`src/rtl/pc_seq_unit.sv`:
```
// LC-3 program-counter unit: sequential/mux PC update plus vectored entry
// with an internal LIFO return stack for fast RTI.
module pc_seq_unit #(
  parameter int unsigned       WIDTH     = 16,
  parameter int unsigned       INC       = 1,
  parameter logic [WIDTH-1:0]  RESET_VEC = 16'h3000,
  parameter int unsigned       DEPTH     = 8
) (
  input  logic             clk,
  input  logic             reset,
  input  logic             ldPC,
  input  logic [1:0]       selPC,
  input  logic [WIDTH-1:0] eabOut,
  input  logic [WIDTH-1:0] Bus,
  input  logic             vecEn,
  input  logic [WIDTH-1:0] vecAddr,
  input  logic             retEn,
  output logic [WIDTH-1:0] PCOut,
  output logic [WIDTH-1:0] PCInc,
  output logic             stkEmpty,
  output logic             stkFull,
  output logic             stkErr
);

  localparam int unsigned      PW      = $clog2(DEPTH);
  localparam int unsigned      CW      = PW + 1;
  localparam logic [CW-1:0]    DEPTH_C = CW'(DEPTH);
  localparam logic [WIDTH-1:0] INC_W   = WIDTH'(INC);

  logic [WIDTH-1:0] r_pc;
  logic [CW-1:0]    r_cnt;
  logic             r_err;
  logic [WIDTH-1:0] r_stk [DEPTH];

  logic [WIDTH-1:0] w_pc_nxt;
  logic [WIDTH-1:0] w_pc_inc;
  logic [CW-1:0]    w_cnt_nxt;
  logic             w_err_nxt;
  logic             w_push;
  logic             w_empty;
  logic             w_full;
  logic [PW-1:0]    w_top;

  assign w_pc_inc = r_pc + INC_W;
  assign w_empty  = (r_cnt == '0);
  assign w_full   = (r_cnt == DEPTH_C);
  assign w_top    = r_cnt[PW-1:0] - PW'(1);

  // Requests are strictly prioritised: return, then vector, then plain load.
  always_comb begin
    w_pc_nxt  = r_pc;
    w_cnt_nxt = r_cnt;
    w_err_nxt = r_err;
    w_push    = 1'b0;
    if (retEn) begin
      if (w_empty) begin
        w_err_nxt = 1'b1;
      end else begin
        w_pc_nxt  = r_stk[w_top];
        w_cnt_nxt = r_cnt - CW'(1);
      end
    end else if (vecEn) begin
      w_pc_nxt = vecAddr;
      if (w_full) begin
        w_err_nxt = 1'b1;
      end else begin
        w_push    = 1'b1;
        w_cnt_nxt = r_cnt + CW'(1);
      end
    end else if (ldPC) begin
      case (selPC)
        2'b00:   w_pc_nxt = w_pc_inc;
        2'b01:   w_pc_nxt = eabOut;
        2'b10:   w_pc_nxt = Bus;
        default: w_pc_nxt = r_pc;
      endcase
    end
  end

  always_ff @(posedge clk or negedge reset) begin
    if (!reset) begin
      r_pc  <= RESET_VEC;
      r_cnt <= '0;
      r_err <= 1'b0;
    end else begin
      r_pc  <= w_pc_nxt;
      r_cnt <= w_cnt_nxt;
      r_err <= w_err_nxt;
    end
  end

  // Storage is deliberately unreset; the count alone defines which entries are valid.
  always_ff @(posedge clk) begin
    if (w_push) r_stk[r_cnt[PW-1:0]] <= r_pc;
  end

  assign PCOut    = r_pc;
  assign PCInc    = w_pc_inc;
  assign stkEmpty = w_empty;
  assign stkFull  = w_full;
  assign stkErr   = r_err;

endmodule

```
`config.mk`:
```
export PLATFORM = sky130hd
export DESIGN_NAME = pc_seq_unit
export DESIGN_NICKNAME = d
export VERILOG_FILES = /design/src/rtl/pc_seq_unit.sv
export SDC_FILE = /design/constraint.sdc
export NUM_CORES = 1
export LEC_CHECK = 0
export ABC_CLOCK_PERIOD_IN_PS = 4300
export BUFFER_PORTS_ARGS = -buffer_cell sky130_fd_sc_hd__buf_2
export CAP_MARGIN = 25
export CORE_UTILIZATION = 57
export DETAILED_ROUTE_END_ITERATION = 16
export PLACE_DENSITY = 0.79
export RECOVER_POWER = 100
export REMOVE_ABC_BUFFERS = 1
export SYNTH_ARGS = -nofsm -noshare
export SYNTH_HDL_FRONTEND = slang
export SYNTH_SLANG_ARGS = --single-unit
```
`constraint.sdc`:
```
create_clock -name clk -period 4.3 [get_ports clk]
set_input_delay 0.86 -clock clk [delete_from_list [all_inputs] [get_ports clk]]
set_output_delay 0.86 -clock clk [all_outputs]
set_load 0.02 [all_outputs]
```
==> reports/metrics.cfg, run 1 <==
[synthesis]
ys_types=50
synth_seq_cells=149
synth_edf_count=128
async_flop_share_pct=14.09
syn_area_per_cell_um2=15.78
synth_area_leader_cell=edfxtp_1
syn_area_mm2=0.006614
synth_top_area_share_pct=58.12
synthFlopType=edfxtp_1
postSynthCellCount=419
synth.area.top_cells=edfxtp_1 58%, mux4_2 9.2%, dfrtp_1 7.2%
ys_seq_area_share_pct=66.10
ys_warn_count=0

[grt]
grt_max_degree=39
grt_pass1_wl_um=24700
grt_pass1_vias=4344
grt_usage_pct=29.53
antenna_found_initial=0
grt-ovfl-total=0

[clocking]
clock_path_buffers=2
cts.htree.levels=4
clk_pin_slew_ps=60
cts_tree=yes
root_buffer=clkbuf_16
postCtsSetupRepairBufs=0
hold_buffers=0
cts_sinks=149
clk_latency_ps=420
cts_buffers=17
cts-resized-gates=0

[placement]
place_ws_ps=1323
post-place-cells=641
portBuffers=89
globalplace.congestion=0.8194
hpwlAfterDp_um=10290

[layout]
final_common_cell=edfxtp_1
stdcell_count=673
drive_gt1_share_pct=23.08
postLayoutCoreUtil_pct=69.49
diodes=0
syn_to_final_growth_pct=16.40
nets=584
final_cell_mix=128 x edfxtp_1, 54 x clkbuf_1, 53 x buf_2

[sta]
max-slew-margin-rel_pct=9.996
finalSetupTns_ps=0
layout_setup_ws_ps=772.5
drv_slew=0
max_freq_ghz=0.2835
worst_pin_slew_ps=1350
fin_crit_sh_pct=82.04
fin_crit_ps=3528
setup_violations=0
hold_viol=0
skew_ps=6.777
rsz0062_at_grt=no

[critical_path]
path_cells=clkbuf_1 > nor2b_1 > clkbuf_1 > nand2_1 > nor3_1 > clkbuf_1
r2r_start=r_cnt[1]
crit_start=retEn
cpMostUsedCell=clkbuf_1
path_class=in2reg
worst_path_largest_cell_delay_ps=970
cp-start-kind=input pin
cp.arrival_ps=3550
crit_slowest_cell=clkbuf_1
cp-end-kind=flop
cp_max_fo=18
crit_required_ps=4320

[route]
wl_per_cell_um=24.35
ant_nets=0
drt_iter0_markers=464
via_count=4369
drc_errors=0
via_per_inst=6.492
drt_first_pass_iters=7
routed_wl_um=16390

[outcome]
status=finished, final reports clean

[pwr]
pwr_density_cell_mw_per_mm2=738.4
leakage_uw=0.002694
p_switching_uw=2086
internal-power_uw=3599
clockPowerShare_pct=24.2
power_frac_seq_pct=41.1
switching_share_pct=36.70
comb_power_share_pct=34.7
vdd.ir_drop.worst_mv=0.6693

[floorplan]
core-area_mm2=0.01108
placementRows=38
top_level_ports=90
die_h_um=109.7
fp.dieW_um=109.7
die-area_mm2=0.01204
initial_core_util_pct=59.70

[flow_run]
max_cap_viol_count=0

[hold_path]
holdCritPathClass=reg2reg
hold_start=stkErr

## cells by family (layout without fill, tap and decap cells)
| logic type | count (synthesis) | after routing | share of synthesized area [%] |
|---|---|---|---|
| xor+xnor | 19 | 19 | 2.630 |
| mux | 40 | 40 | 12.49 |
| flops | 149 | 149 | 66.10 |
| simple gates | 73 | 73 | 5.297 |
| compound gates | 94 | 94 | 9.308 |
| buf+inv | 35 | 149 | 2.364 |
| fa+ha+maj | 9 | 9 | 1.816 |
## per-layer routing
layer	up-vias	GRT usage, %	wire length (um)
li1	1890	-	-
met1	2193	38.70	6264
met2	245	46.81	8258
met3	41	8.239	1423
met4	0	12.38	443
met5	-	0	0
## through the flow
stage / hold WS (ps) / power (uW) / area (um2)
global route: 521.6 / 5940 / 7699
finish: 502.9 / 5685 / 7699
detailed placement: 479.7 / 4349 / 7266
global placement: 472.1 / 4305 / 7266
CTS: 422.5 / 5755 / 7820
floorplan: 491.4 / 3656 / 6491
## power by group through the flow
stage | registers (uW) | logic (uW) | clock network [uW]
detailed placement | 2360 | 1990 | 0
global placement | 2330 | 1970 | 0
finish | 2330 | 1970 | 1380
floorplan | 2410 | 1250 | 0
global route | 2370 | 2110 | 1460
CTS | 2330 | 2030 | 1390
## worst paths after layout
kind	cells after the start	end	slack [ps]
hold reg to reg	1	stkErr	500
min in group asynchronous	1	PCOut[14]	730
setup / recovery	6	r_stk[4][0]	770
max in group asynchronous	1	r_cnt[0]	2680
setup reg to reg	8	r_cnt[3]	1350
hold / removal	1	stkErr	500
## layout make-up
cell class                 instances  area, um2
clock buffer                      21      450.4
clock inverter                    11      103.9
fill                             760       3379
inverter                           9      33.78
multi-input combinational        235       2076
sequential                       149       4373
tap                              140      175.2
timing repair buffer             108      486.7
## synthesized netlist by cell type, drive strengths merged, types with 3 or more instances
library cell,number
nor2,24
nand4,4
mux2i,3
a31oi,7
nor3,8
mux2,5
edfxtp,128
nand2,18
nor4,3
buf,10
a222oi,3
ha,8
a21oi,30
xnor2,8
clkbuf,16
o21ai,13
nand3,6
a22oi,25
mux4,32
inv,9
xor2,11
dfrtp,19
## worst max-delay path, delay by kind of cell
family	cells	cell delay, ps
buf+inv	3	2040
simple gates	3	640
## sequential cells by signal (all words and copies together) (netlist names)
signal  flops
r_stk     128
stkErr      1
r_cnt       4
PCOut      16
Note: power is estimated with default switching activity, not from simulation.
==> inputs of run 2 (changes only) <==
--- a/config.mk
+++ b/config.mk
@@ -5,12 +5,12 @@
 export SDC_FILE = /design/constraint.sdc
 export NUM_CORES = 1
 export LEC_CHECK = 0
-export ABC_CLOCK_PERIOD_IN_PS = 4300
+export ABC_CLOCK_PERIOD_IN_PS = 3200
 export BUFFER_PORTS_ARGS = -buffer_cell sky130_fd_sc_hd__buf_2
 export CAP_MARGIN = 25
-export CORE_UTILIZATION = 57
+export CORE_UTILIZATION = 52
 export DETAILED_ROUTE_END_ITERATION = 16
-export PLACE_DENSITY = 0.79
+export PLACE_DENSITY = 0.76
 export RECOVER_POWER = 100
 export REMOVE_ABC_BUFFERS = 1
 export SYNTH_ARGS = -nofsm -noshare
==> constraint.sdc (replaced) <==
create_clock -name clk -period 3.2 [get_ports clk]
set_input_delay 0.64 -clock clk [delete_from_list [all_inputs] [get_ports clk]]
set_output_delay 0.64 -clock clk [all_outputs]
set_load 0.02 [all_outputs]
==> reports/metrics.cfg, run 2 (synthesis results as in run 1) <==
[route]
via_per_inst=6.156
routed_wl_um=16960
ant_nets=0
drt_first_pass_iters=5
drt_iter0_markers=514
drc_errors=0
via_count=4383
wl_per_cell_um=23.82

[layout]
drive_gt1_share_pct=25.00
regArea_mm2=0.004374
multiInputGateArea_mm2=0.002082
largest_register_ffs=128
diodes=0
n_fill_cell=935
syn_to_final_growth_pct=18.52
final_common_cell=edfxtp_1
final_cell_mix=128 x edfxtp_1, 53 x buf_2, 52 x clkbuf_1
nets=595

[floorplan]
top_level_ports=90
die_h_um=114.8
die-area_mm2=0.01317
initial_core_util_pct=54.16
fp.dieW_um=114.8
placementRows=40
core-area_mm2=0.01221

[pwr]
vdd.ir_drop.worst_mv=0.4610
pwr_density_cell_mw_per_mm2=1003
leakage_uw=0.002772
power_uw=7865

[clocking]
clock_path_buffers=2
hold_buffers=0
clk_pin_slew_ps=60
clk_latency_ps=420
root_buffer=clkbuf_16
cts_sinks=149
cts_tree=yes
cts.htree.levels=4
cts_buffers=17

[grt]
grt_max_degree=39
grt_usage_pct=27.55
antenna_found_initial=0
grt_pass1_wl_um=25590
grt_pass1_vias=4542
grt-ovfl-total=0

[critical_path]
cp.arrival_ps=3110
r2r_start=r_cnt[1]
cp_max_fo=18
rr_worst_depth=8
r2r_end=r_cnt[3]
cp-start-kind=input pin
cp-end-kind=flop
cpMostUsedCell=clkbuf_1
crit_required_ps=3260
path_cells=clkbuf_1 > nor2b_1 > clkbuf_1 > nand2_1 > nor3_1 > buf_2
path_class=in2reg
crit_slowest_cell=clkbuf_1
worst_path_largest_cell_delay_ps=790
r2r_slack_ps=440

[sta]
max_freq_ghz=0.3283
setup_violations=0
fin_crit_ps=3046
layout_setup_ws_ps=153.9
max-slew-margin-rel_pct=5.634
drv_slew=0
worst_pin_slew_ps=1415
rsz0062_at_grt=no
hold_viol=0
fin_crit_sh_pct=95.19
skew_ps=6.819

[hold_path]
worstHoldEndpoint=stkErr
hold_start=stkErr
whs_path_depth=1
holdCritPathClass=reg2reg

[placement]
place_ws_ps=615.2
hpwlAfterDp_um=10970
portBuffers=89
globalplace.congestion=0.8459

[flow_run]
max_cap_viol_count=0

[outcome]
status=finished, final reports clean

run 2: changes by cell type in the layout (fill, tap and decap cells not counted), sizes merged:
cell / before / now
buf: 57 / 64
clkbuf: 72 / 77
bufinv: 1 / 2
clkinvlp: 4 / 3
inv: 10 / 9
run 2: through the flow:
step | utilization [%] | TNS, ps | cells | instance area, um2 | hold WS [ps]
after floorplan | - | -52030 | 393 | 6491 | 344.4
after global placement | 60.56 | 0 | 680 | 7396 | 451.9
after global routing | 64.19 | 0 | 712 | 7839 | 509.1
final | 64.19 | 0 | 712 | 7839 | 487.6
after CTS | 65.30 | 0 | 712 | 7974 | 226.7
after detailed placement | 60.56 | 0 | 680 | 7396 | 460.9
run 2: layout make-up:
class,count,share of cell area [%]
Multi-Input combinational cell,235,26.56
Clock inverter,10,1.325
Timing Repair Buffer,119,7.151
Tap cell,168,2.682
Sequential cell,149,55.80
Inverter,9,0.4310
Clock buffer,22,6.049
run 2: worst max-delay path, delay by kind of cell:
family,cells,cell delay [ps]
buf+inv,3,1620
simple gates,3,830
run 2: timing repair:
item | CTS | global route
endpoints found under the setup margin | 0 | 1
setup buffers | 0 | 0
gates resized for setup | 0 | 1
run 2: worst max-delay path by stage:
stage | start | end | slack [ps]
global placement | PCOut[0] | PCInc[14] | 730
detailed placement | PCOut[0] | PCInc[14] | 620
finish | retEn | r_stk[4][7] | 150
global route | PCOut[1] | PCInc[14] | 50
CTS | PCOut[0] | PCInc[14] | 140
floorplan | r_cnt[0] | r_stk[0][0] | -980
run 2: where the power goes:
group	total, uW	internal [uW]	switching (uW)
registers	3020	2660	360
clock network	1930	1200	737
logic	2910	1180	1730
total	7870	5040	2830
run 2: metal layers:
metal,GRT usage [%],up-vias,routed length [um]
met2,44.00,272,8258
met1,36.06,2154,6620
li1,-,1904,-
met3,5.904,53,1490
met5,0,-,0
met4,14.29,0,589
